[src/rtl/cache_mem_arbiter.sv]
// Two-master arbiter sharing one memory port between the I-cache and D-cache
// refill/write-back engines: one transaction at a time, round-robin, write before read.
module cache_mem_arbiter #(
  parameter int ADDR_WIDTH = 64,
  parameter int DATA_WIDTH = 64
) (
  input  logic                      clk,
  input  logic                      rst,
  // instruction-cache master
  input  logic                      i_ren,
  input  logic [ADDR_WIDTH-1:0]     i_raddr,
  output logic [DATA_WIDTH*2-1:0]   i_rdata,
  output logic                      i_rvalid,
  input  logic                      i_wen,
  input  logic [ADDR_WIDTH-1:0]     i_waddr,
  input  logic [DATA_WIDTH*2-1:0]   i_wdata,
  input  logic [DATA_WIDTH*2/8-1:0] i_wmask,
  output logic                      i_wvalid,
  // data-cache master
  input  logic                      d_ren,
  input  logic [ADDR_WIDTH-1:0]     d_raddr,
  output logic [DATA_WIDTH*2-1:0]   d_rdata,
  output logic                      d_rvalid,
  input  logic                      d_wen,
  input  logic [ADDR_WIDTH-1:0]     d_waddr,
  input  logic [DATA_WIDTH*2-1:0]   d_wdata,
  input  logic [DATA_WIDTH*2/8-1:0] d_wmask,
  output logic                      d_wvalid,
  // memory port
  output logic                      mem_ren,
  output logic                      mem_wen,
  output logic [ADDR_WIDTH-1:0]     mem_raddr,
  output logic [ADDR_WIDTH-1:0]     mem_waddr,
  output logic [DATA_WIDTH*2-1:0]   mem_wdata,
  output logic [DATA_WIDTH*2/8-1:0] mem_wmask,
  input  logic [DATA_WIDTH*2-1:0]   mem_rdata,
  input  logic                      mem_rvalid,
  input  logic                      mem_wvalid,
  // debug visibility of the FSM
  output logic [1:0]                o_dbg_state,
  output logic                      o_dbg_owner,
  output logic                      o_dbg_last
);

  // Handshake: a master raises ren/wen with stable address/data and holds it
  // until the matching rvalid/wvalid pulse; it drops the strobe the cycle after.
  // Memory strobes stay high from grant through the completion cycle inclusive.

  localparam logic OWN_I = 1'b0;
  localparam logic OWN_D = 1'b1;

  typedef enum logic [1:0] {
    ST_IDLE = 2'd0,
    ST_RD   = 2'd1,
    ST_WR   = 2'd2
  } state_t;

  state_t r_state;
  logic   r_owner;
  logic   r_last;

  logic w_i_req;
  logic w_d_req;
  logic w_grant_d;
  logic w_grant_wen;

  assign w_i_req     = i_ren | i_wen;
  assign w_d_req     = d_ren | d_wen;
  // On a tie the master that did not complete last wins.
  assign w_grant_d   = w_d_req & (~w_i_req | (r_last == OWN_I));
  assign w_grant_wen = w_grant_d ? d_wen : i_wen;

  always_ff @(posedge clk) begin
    if (rst) begin
      r_state <= ST_IDLE;
      r_owner <= OWN_D;
      r_last  <= OWN_I;
    end else begin
      case (r_state)
        ST_IDLE: begin
          if (w_i_req | w_d_req) begin
            r_owner <= w_grant_d;
            r_state <= w_grant_wen ? ST_WR : ST_RD;
          end
        end
        ST_RD: begin
          if (mem_rvalid) begin
            r_last  <= r_owner;
            r_state <= ST_IDLE;
          end
        end
        ST_WR: begin
          if (mem_wvalid) begin
            r_last  <= r_owner;
            r_state <= ST_IDLE;
          end
        end
        default: r_state <= ST_IDLE;
      endcase
    end
  end

  always_comb begin
    mem_ren   = 1'b0;
    mem_wen   = 1'b0;
    mem_raddr = '0;
    mem_waddr = '0;
    mem_wdata = '0;
    mem_wmask = '0;
    i_rvalid  = 1'b0;
    i_rdata   = '0;
    i_wvalid  = 1'b0;
    d_rvalid  = 1'b0;
    d_rdata   = '0;
    d_wvalid  = 1'b0;
    case (r_state)
      ST_RD: begin
        mem_ren   = 1'b1;
        mem_raddr = (r_owner == OWN_D) ? d_raddr : i_raddr;
        if (mem_rvalid) begin
          if (r_owner == OWN_D) begin
            d_rvalid = 1'b1;
            d_rdata  = mem_rdata;
          end else begin
            i_rvalid = 1'b1;
            i_rdata  = mem_rdata;
          end
        end
      end
      ST_WR: begin
        mem_wen   = 1'b1;
        mem_waddr = (r_owner == OWN_D) ? d_waddr : i_waddr;
        mem_wdata = (r_owner == OWN_D) ? d_wdata : i_wdata;
        mem_wmask = (r_owner == OWN_D) ? d_wmask : i_wmask;
        if (mem_wvalid) begin
          d_wvalid = (r_owner == OWN_D);
          i_wvalid = (r_owner == OWN_I);
        end
      end
      default: ;
    endcase
  end

  assign o_dbg_state = r_state;
  assign o_dbg_owner = r_owner;
  assign o_dbg_last  = r_last;

endmodule

[config.mk]
export PLATFORM = sky130hd
export DESIGN_NAME = cache_mem_arbiter
export DESIGN_NICKNAME = d
export VERILOG_FILES = /design/src/rtl/cache_mem_arbiter.sv
export SDC_FILE = /design/constraint.sdc
export NUM_CORES = 1
export LEC_CHECK = 0
export ABC_AREA = 1
export CAP_MARGIN = 20
export CORE_AREA = 3 3 470 472
export CTS_BUF_LIST = sky130_fd_sc_hd__clkbuf_8
export CTS_CLUSTER_SIZE = 14
export DETAILED_ROUTE_END_ITERATION = 8
export DIE_AREA = 0 0 473 475
export DONT_BUFFER_PORTS = 1
export PLACE_DENSITY_LB_ADDON = 0.05
export SLEW_MARGIN = 20
export SYNTH_ARGS = -nofsm -noshare
export SYNTH_HDL_FRONTEND = slang
export SYNTH_SLANG_ARGS = --single-unit
[constraint.sdc]
create_clock -name clk -period 1.77 [get_ports clk]
set_input_delay 0.2655 -clock clk [delete_from_list [all_inputs] [get_ports clk]]
set_output_delay 0.2655 -clock clk [all_outputs]
set_load 0.02 [all_outputs]
Yosys cells after proc, flatten, opt, wreduce, memory -nomap -nowiden
Cells that the tools add are included. W data, S select, Z words.

Flip-flop bits (word level): 4. Bits of input ports: 680. Output and inout bits: 538. Word-level logic and storage cells: 56.

Equal/unequal tests: 5. Mux-type cells: 35. Bitwise gates (word level): 8. Reduce and logical (&&, ||, !) cells: 5.

Operators with widths (count): $mux W128 (8); $mux W64 (4); $mux W16 (2); $mux W1 (15); $mux W2 (4); $ne A2 B2 Y1 const B (3); $pmux W2 S3 (1); $reduce_and A3 Y1 (2); $or A1 B1 Y1 (4); $not A1 Y1 (3); $eq A2 B1 Y1 const B (1); $eq A2 B2 Y1 const B (1); $logic_not A2 Y1 (1); $pmux W1 S2 (1); $reduce_and A2 Y1 (1); $reduce_bool A2 Y1 (1); $and A1 B1 Y1 (1).

Longest topological paths before layout
Gate-level depths: netlist of the first run.

Depth after elaboration: 8. Depth in mapped cells: 8. Mapped depth without buffers: 7.

Least setup slack after synthesis of the first run
OpenSTA, ideal clock, no wires.

Path type: register to output. Start: register r_state[0], in the netlist o_dbg_state[0]. End: output i_rdata[106]. Arrival: 1.765 ns. Required time: 1.505 ns. Setup slack: -0.260 ns. Cell stages (with the launch flop): 9. Path buffers: 2. Cells stage by stage: dfxtp_1 inv_1 nor2_4 nand2_1 nor2_2 inv_2 buf_2 buf_6 nor2_1.

Word-level cells in the longest chain between the ends: 2.

RTL lines: from (decl) (line 58) `state_t r_state;`; from (signal assigned) (line 83) `r_state <= w_grant_wen ? ST_WR : ST_RD;`; $eq A2 B1 Y1 (line 116) `case (r_state)`; $mux W128 (line 116); to (decl) (line 12) `output logic [DATA_WIDTH*2-1:0] i_rdata,`.

No other way between the ends.

Final worst setup path of the first run
Start: register r_state[1], in the netlist o_dbg_state[1]. End: output mem_wdata[64].

Word-level cells in the longest chain between the ends: 2.

RTL lines: $eq A2 B2 Y1 (line 116); $mux W128 (line 116); to (decl) (line 34) `output logic [DATA_WIDTH*2-1:0] mem_wdata,`.

No other way between the ends.

==> results.yml, run 1 <==
status:
  outcome: "finished, violations left"
  violations: "negative setup slack"
clock_tree:
  htree_levels: 1
  hold_buffers: 0
  numCtsBuffers: 3
  root_buffer: "clkbuf_8"
  clkTransAtPathRegs_ns: 0.04
  tritoncts: "yes"
  insertion_delay_ns: 0.22
  cts.sinks: 4
  cts_buffer_depth: 2
sta:
  min_period_ns: 2.077
  setup_ws_ns: -0.3070
  hold_ws_ns: 0.1086
  relSlewSlack_pct: 73.60
  min_period_over_period_pct: 117.3
  skew_ns: 0.005128
  finalMaxSlewViolations: 0
  clock.fmax_mhz: 481.5
  tightest_slew_ns: 0.3956
  hold_viol_final: 0
  finalSetupViolations: 531
  rsz0062_at_grt: "yes"
global_route:
  antenna_found_initial: 39
  gr-total-overflow: 0
  grt_pass1_vias: 13030
  grt_max_degree: 47
  grt_util_all_layers_pct: 9.686
  grt_pass1_wl_mm: 143.3
critical_path:
  endpoint_kind: "output pin"
  worstPathCellList: "inv_2 > nor2_4 > inv_8 > buf_16 > buf_16 > buf_4 > a21oi_4 > buf_4 > buf_4"
  cp_max_fo: 7
  crit_slowest_cell: "dfxtp_2"
  regToRegSetupSlack_ns: 0.09
  start_kind: "register"
  crit_top_cell: "buf_4"
  r2r_cells: 9
  regToRegEndpoint: "o_dbg_state[0]$_SDFFE_PP0P_"
  cpPeakStageDelay_ns: 0.35
  crit_required_ns: 1.50
  cp_num_buf_inv: 7
  crit_type: "reg -> out"
  cp_data_arrival_time_ns: 1.81
  regToRegStartpoint: "o_dbg_state[1]$_SDFFE_PP0P_"
  crit_family: "buffers and inverters"
final_layout:
  regArea_um2: 88.84
  post-route-util_pct: 9.138
  multi_input_area_mm2: 0.007113
  n_fill_cell: 25450
  drive_gt1_share_pct: 61.28
  final_common_cell: "nand2_1"
  area_growth_pct: 223.3
  most-common-layout-cells: "499 x nand2_1, 420 x buf_4, 148 x a21oi_2"
  fin_nets: 2662
  fin_cells: 4841
power:
  pwr-share-seq_pct: 1.4
  power_density_mw_per_mm2: 469.5
  p_sw_share_pct: 58.21
  ir_drop_v: 0.0002280
  p_comb_share_pct: 96.4
  p_int_mw: 3.890
  p_switching_mw: 5.418
  pwr-share-clk_pct: 2.2
  leakagePower_nw: 7.961
logic_synthesis:
  yosys_register_bits: 4
  ys_warn_count: 0
  synth_area_mm2: 0.006132
  yosysTopAreaCellShare_pct: 33.79
  ys_types: 20
  yosys.area.top_type: "nand2_1"
  synth.area.top_cells: "nand2_1 34%, nor2_1 16%, a21oi_1 14%"
  ys_seq_area_share_pct: 1.306
  synthCells: 1360
  synth_nets: 2040
  syn_area_per_cell_um2: 4.509
die:
  core-area_mm2: 0.2170
  dieHeight_um: 475
  row_count: 171
  io_pins: 1218
  die_w_um: 473
  dieArea_mm2: 0.2247
  start_util_pct: 2.827
placed_design:
  port_buffers: 0
  hpwlAfterDp_mm: 102.8
  dp.cells: 4753
  gp_congestion: 0.8661
hold_path:
  holdPathStages: 1
  hp-class: "in -> reg"
  hold_path.startpoint: "rst"
  hold_end: "o_dbg_state[1]$_SDFFE_PP0P_"
detailed_routing:
  avgViaCountPerCell: 2.509
  wl_per_cell_um: 25.08
  drtIter0Drc: 518
  vias: 12150
  drc: 0
  drtPass1Iterations: 5
  routed_wl_mm: 121.4
  postRouteAntennaNets: 0
run:
  maxCapViolCount: 0
-- stage by stage --
stage | power (mW) | TNS [ns] | setup WS (ns) | area, µm²
after CTS | 8.549 | -126.15 | -0.3710 | 17770
after detailed placement | 7.007 | -21.43 | -0.7049 | 16040
after floorplan | 3.218 | -4.166 | -0.05288 | 6854
final | 9.308 | -102.90 | -0.3070 | 19830
after global placement | 7.075 | -24.41 | -0.7197 | 16040
after global routing | 9.959 | -152.01 | -0.4033 | 19830
-- cell type report --
class / instances / area share, %
Inverter: 138 / 2.859
Clock inverter: 1 / 0.01893
Clock buffer: 3 / 0.2083
Timing Repair inverter: 2 / 0.2083
Antenna cell: 6 / 0.07573
Timing Repair Buffer: 734 / 42.29
Sequential cell: 4 / 0.4481
Tap cell: 2854 / 18.01
Multi-Input combinational cell: 1099 / 35.88
-- worst max path at each step --
stage | from | endpoint | slack [ns] | cells after the start
final | o_dbg_state[1]$_SDFFE_PP0P_ | mem_wdata[64] | -0.31 | 9
after global routing | o_dbg_state[1]$_SDFFE_PP0P_ | i_rdata[72] | -0.40 | 9
after CTS | o_dbg_owner$_SDFFE_PP1P_ | mem_wdata[100] | -0.37 | 6
after detailed placement | o_dbg_state[1]$_SDFFE_PP0P_ | mem_wmask[9] | -0.70 | 7
after global placement | o_dbg_state[1]$_SDFFE_PP0P_ | mem_wmask[9] | -0.72 | 7
after floorplan | o_dbg_state[0]$_SDFFE_PP0P_ | i_rdata[106] | -0.05 | 8
-- kinds of logic after synthesis --
logic type	count (synthesis)	share of synthesized area, %
compound gates	278	28.87
buf+inv	257	19.18
flops	4	1.306
simple gates	821	50.64
-- sequential cells by signal (all words and copies together) (netlist names) --
name and count:
o_dbg_last 1, o_dbg_owner 1, o_dbg_state 2
-- power groups by stage --
stage / clock network (mW) / logic, mW / registers, mW
2_1_floorplan: 0 / 3.09 / 0.131
3_5_place_dp: 0 / 6.88 / 0.123
6_report: 0.209 / 8.97 / 0.128
5_1_grt: 0.229 / 9.60 / 0.130
3_3_place_gp: 0 / 6.95 / 0.124
4_1_cts: 0.223 / 8.20 / 0.126
-- cell usage after synthesis, drive strengths merged --
cell / instances
nand2: 552
a21oi: 275
nor2: 262
inv: 138
buf: 63
clkbuf: 56
nand3: 5
dfxtp: 4
or2: 2
a31oi: 1
o211ai: 1
o21ai: 1
-- worst register-to-register path: stages (launching register included) --
cell and delay, ns:
dfxtp_2 0.33, buf_6 0.12, nor2_4 0.15, buf_4 0.13, buf_6 0.09, buf_12 0.11, inv_8 0.06, buf_12 0.16
or2_2 0.31, a21oi_1 0.16
-- repair_timing --
action,in CTS,in global routing
pin swaps,11,20
resized for setup,202,352
cloned,18,15
buffers inserted,23,27
setup endpoints to repair,530,532
-- routing by layer --
metal	up-vias	track usage (%)	share of wire, %
met5	-	0	0.063
met1	5776	10.06	36
met4	12	1.152	1.5
met3	108	3.499	9.3
met2	870	18.87	53
li1	5381	-	-
(Power assumes the default switching activity.)
==> run 2, diff against run 1 <==
Settings changed: CELL_PAD_IN_SITES_DETAIL_PLACEMENT set to 1, CELL_PAD_IN_SITES_GLOBAL_PLACEMENT set to 1, CORE_AREA 3 3 470 472 to 3 3 476 478, DIE_AREA 0 0 473 475 to 0 0 479 481, SLEW_MARGIN 20 to 0.
==> results.yml, run 2 (synthesized netlist as in run 1, its figures left out) <==
critical_path:
  crit_top_cell: "buf_4"
  endpoint_kind: "output pin"
  regToRegSetupSlack_ns: 0.27
  worstSetupStartpoint: "o_dbg_state[1]$_SDFFE_PP0P_"
  start_kind: "register"
  worstPathCellList: "inv_2 > nor2_4 > inv_12 > buf_12 > bufbuf_16 > buf_4 > a21oi_2 > buf_4"
  r2r_cells: 8
  crit_slowest_cell: "dfxtp_2"
  crit_type: "reg -> out"
  crit_required_ns: 1.50
  cpPeakStageDelay_ns: 0.35
  regToRegStartpoint: "o_dbg_state[1]$_SDFFE_PP0P_"
  cp_max_fo: 10
  cp_data_arrival_time_ns: 1.84
  regToRegEndpoint: "o_dbg_state[0]$_SDFFE_PP0P_"
final_layout:
  n_fill_cell: 26640
  final_common_cell: "nand2_1"
  area_growth_pct: 223.6
  post-route-util_pct: 8.927
  most-common-layout-cells: "500 x nand2_1, 400 x buf_4, 143 x buf_6"
  fin_nets: 2625
  largest_register_ff_count: 2
  drive_gt1_share_pct: 57.72
global_route:
  gr-total-overflow: 0
  grt_pass1_vias: 13380
  grt_util_all_layers_pct: 9.785
  grt_max_degree: 38
  antenna_found_initial: 36
  grt_pass1_wl_mm: 149.5
sta:
  relSlewSlack_pct: 75.68
  hold_viol_final: 0
  finalSetupViolations: 531
  rsz0062_at_grt: "yes"
  tightest_slew_ns: 0.3632
  skew_ns: 0.02026
  hold_ws_ns: 0.09035
  min_period_over_period_pct: 118.9
  setup_tns_ns: -96.54
  finalMaxSlewViolations: 0
  min_period_ns: 2.104
  clock.fmax_mhz: 475.4
  setup_ws_ns: -0.3337
die:
  core-area_mm2: 0.2223
  die_w_um: 479
  dieArea_mm2: 0.2304
  row_count: 173
  start_util_pct: 2.758
  dieHeight_um: 481
  io_pins: 1218
placed_design:
  hpwlAfterDp_mm: 101.3
  gp_congestion: 0.8752
  port_buffers: 0
detailed_routing:
  wl_per_cell_um: 24.38
  drtPass1Iterations: 4
  vias: 11830
  routed_wl_mm: 120.1
  drtIter0Drc: 366
  avgViaCountPerCell: 2.403
  drc: 0
  postRouteAntennaNets: 0
status:
  outcome: "finished, violations left"
  violations: "negative setup slack"
hold_path:
  hold_path.startpoint: "rst"
  hp-class: "in -> reg"
  hold_end: "o_dbg_state[1]$_SDFFE_PP0P_"
  holdPathStages: 1
clock_tree:
  cts_buffer_depth: 2
  cts.sinks: 4
  tritoncts: "yes"
  numCtsBuffers: 3
  htree_levels: 1
  clkTransAtPathRegs_ns: 0.06
  root_buffer: "clkbuf_8"
  insertion_delay_ns: 0.25
power:
  leakagePower_nw: 7.905
  power_density_mw_per_mm2: 472.4
  ir_drop_v: 0.0001473
run:
  maxCapViolCount: 0
-- run 2: cell count changes in the layout (fill, tap and decap cells not counted), sizes merged --
cell,before,now
buf,718,682
clkbuf,16,4
bufbuf,3,14
clkinv,2,1
diode,6,5
inv,139,140
-- run 2: layer usage --
metal  track usage [%]  up-vias  part of all wire [%]
met5                 0        -                 0.096
met4            0.5398       16                  0.85
met3             3.937       68                    10
met2             19.94      825                    56
met1             9.458     5591                    33
li1                  -     5332                     -
-- run 2: how the worst max path moves through the flow --
stage	to	cells past startpoint	slack [ns]
after global routing	i_rdata[34]	10	-0.44
after global placement	mem_waddr[48]	6	-0.52
final	mem_waddr[30]	8	-0.33
after CTS	i_rdata[68]	9	-0.38
after floorplan	i_rdata[106]	8	-0.05
after detailed placement	mem_waddr[50]	6	-0.50
-- run 2: repair_timing --
item                                    4_1_cts  5_1_grt
buffers inserted                             58       11
endpoints found under the hold margin         0        0
pin swaps                                    62       20
hold buffers                                  0        0
gates resized for setup                     468      100
endpoints found under the setup margin      531      532
gates cloned                                 43        1
-- run 2: through the flow --
step	cells	instance area (µm²)	power (mW)	setup WS, ns
floorplan	1360	6854	3.218	-0.05288
global placement	4808	15290	6.887	-0.5199
detailed placement	4808	15290	6.847	-0.5016
CTS	4908	19220	9.487	-0.3807
global route	4922	19840	10.09	-0.4422
finish	4924	19850	9.375	-0.3337
-- run 2: power by group --
part           internal (mW)  total, mW  switching [mW]
Combinational           3.79       9.02            5.23
Sequential             0.106      0.120          0.0138
Clock                  0.151      0.240          0.0884
-- run 2: layout make-up --
cell class	count	area, µm²	area share, %
diodes	5	12.51	0.06305
clock buffers	3	41.29	0.2081
clock inverters	1	3.754	0.01891
inverters	138	580.6	2.925
multi-input cells	1099	7193	36.25
flip-flops and latches	4	86.33	0.4350
well taps	2975	3722	18.76
repair buffers	697	8169	41.16
repair inverters	2	36.28	0.1828
-- run 2: worst max-delay path: cells and delay by family (launching register included) --
kind / cells / cell delay (ns)
buf+inv: 6 / 0.91
flops: 1 / 0.35
simple gates: 1 / 0.18
compound gates: 1 / 0.10
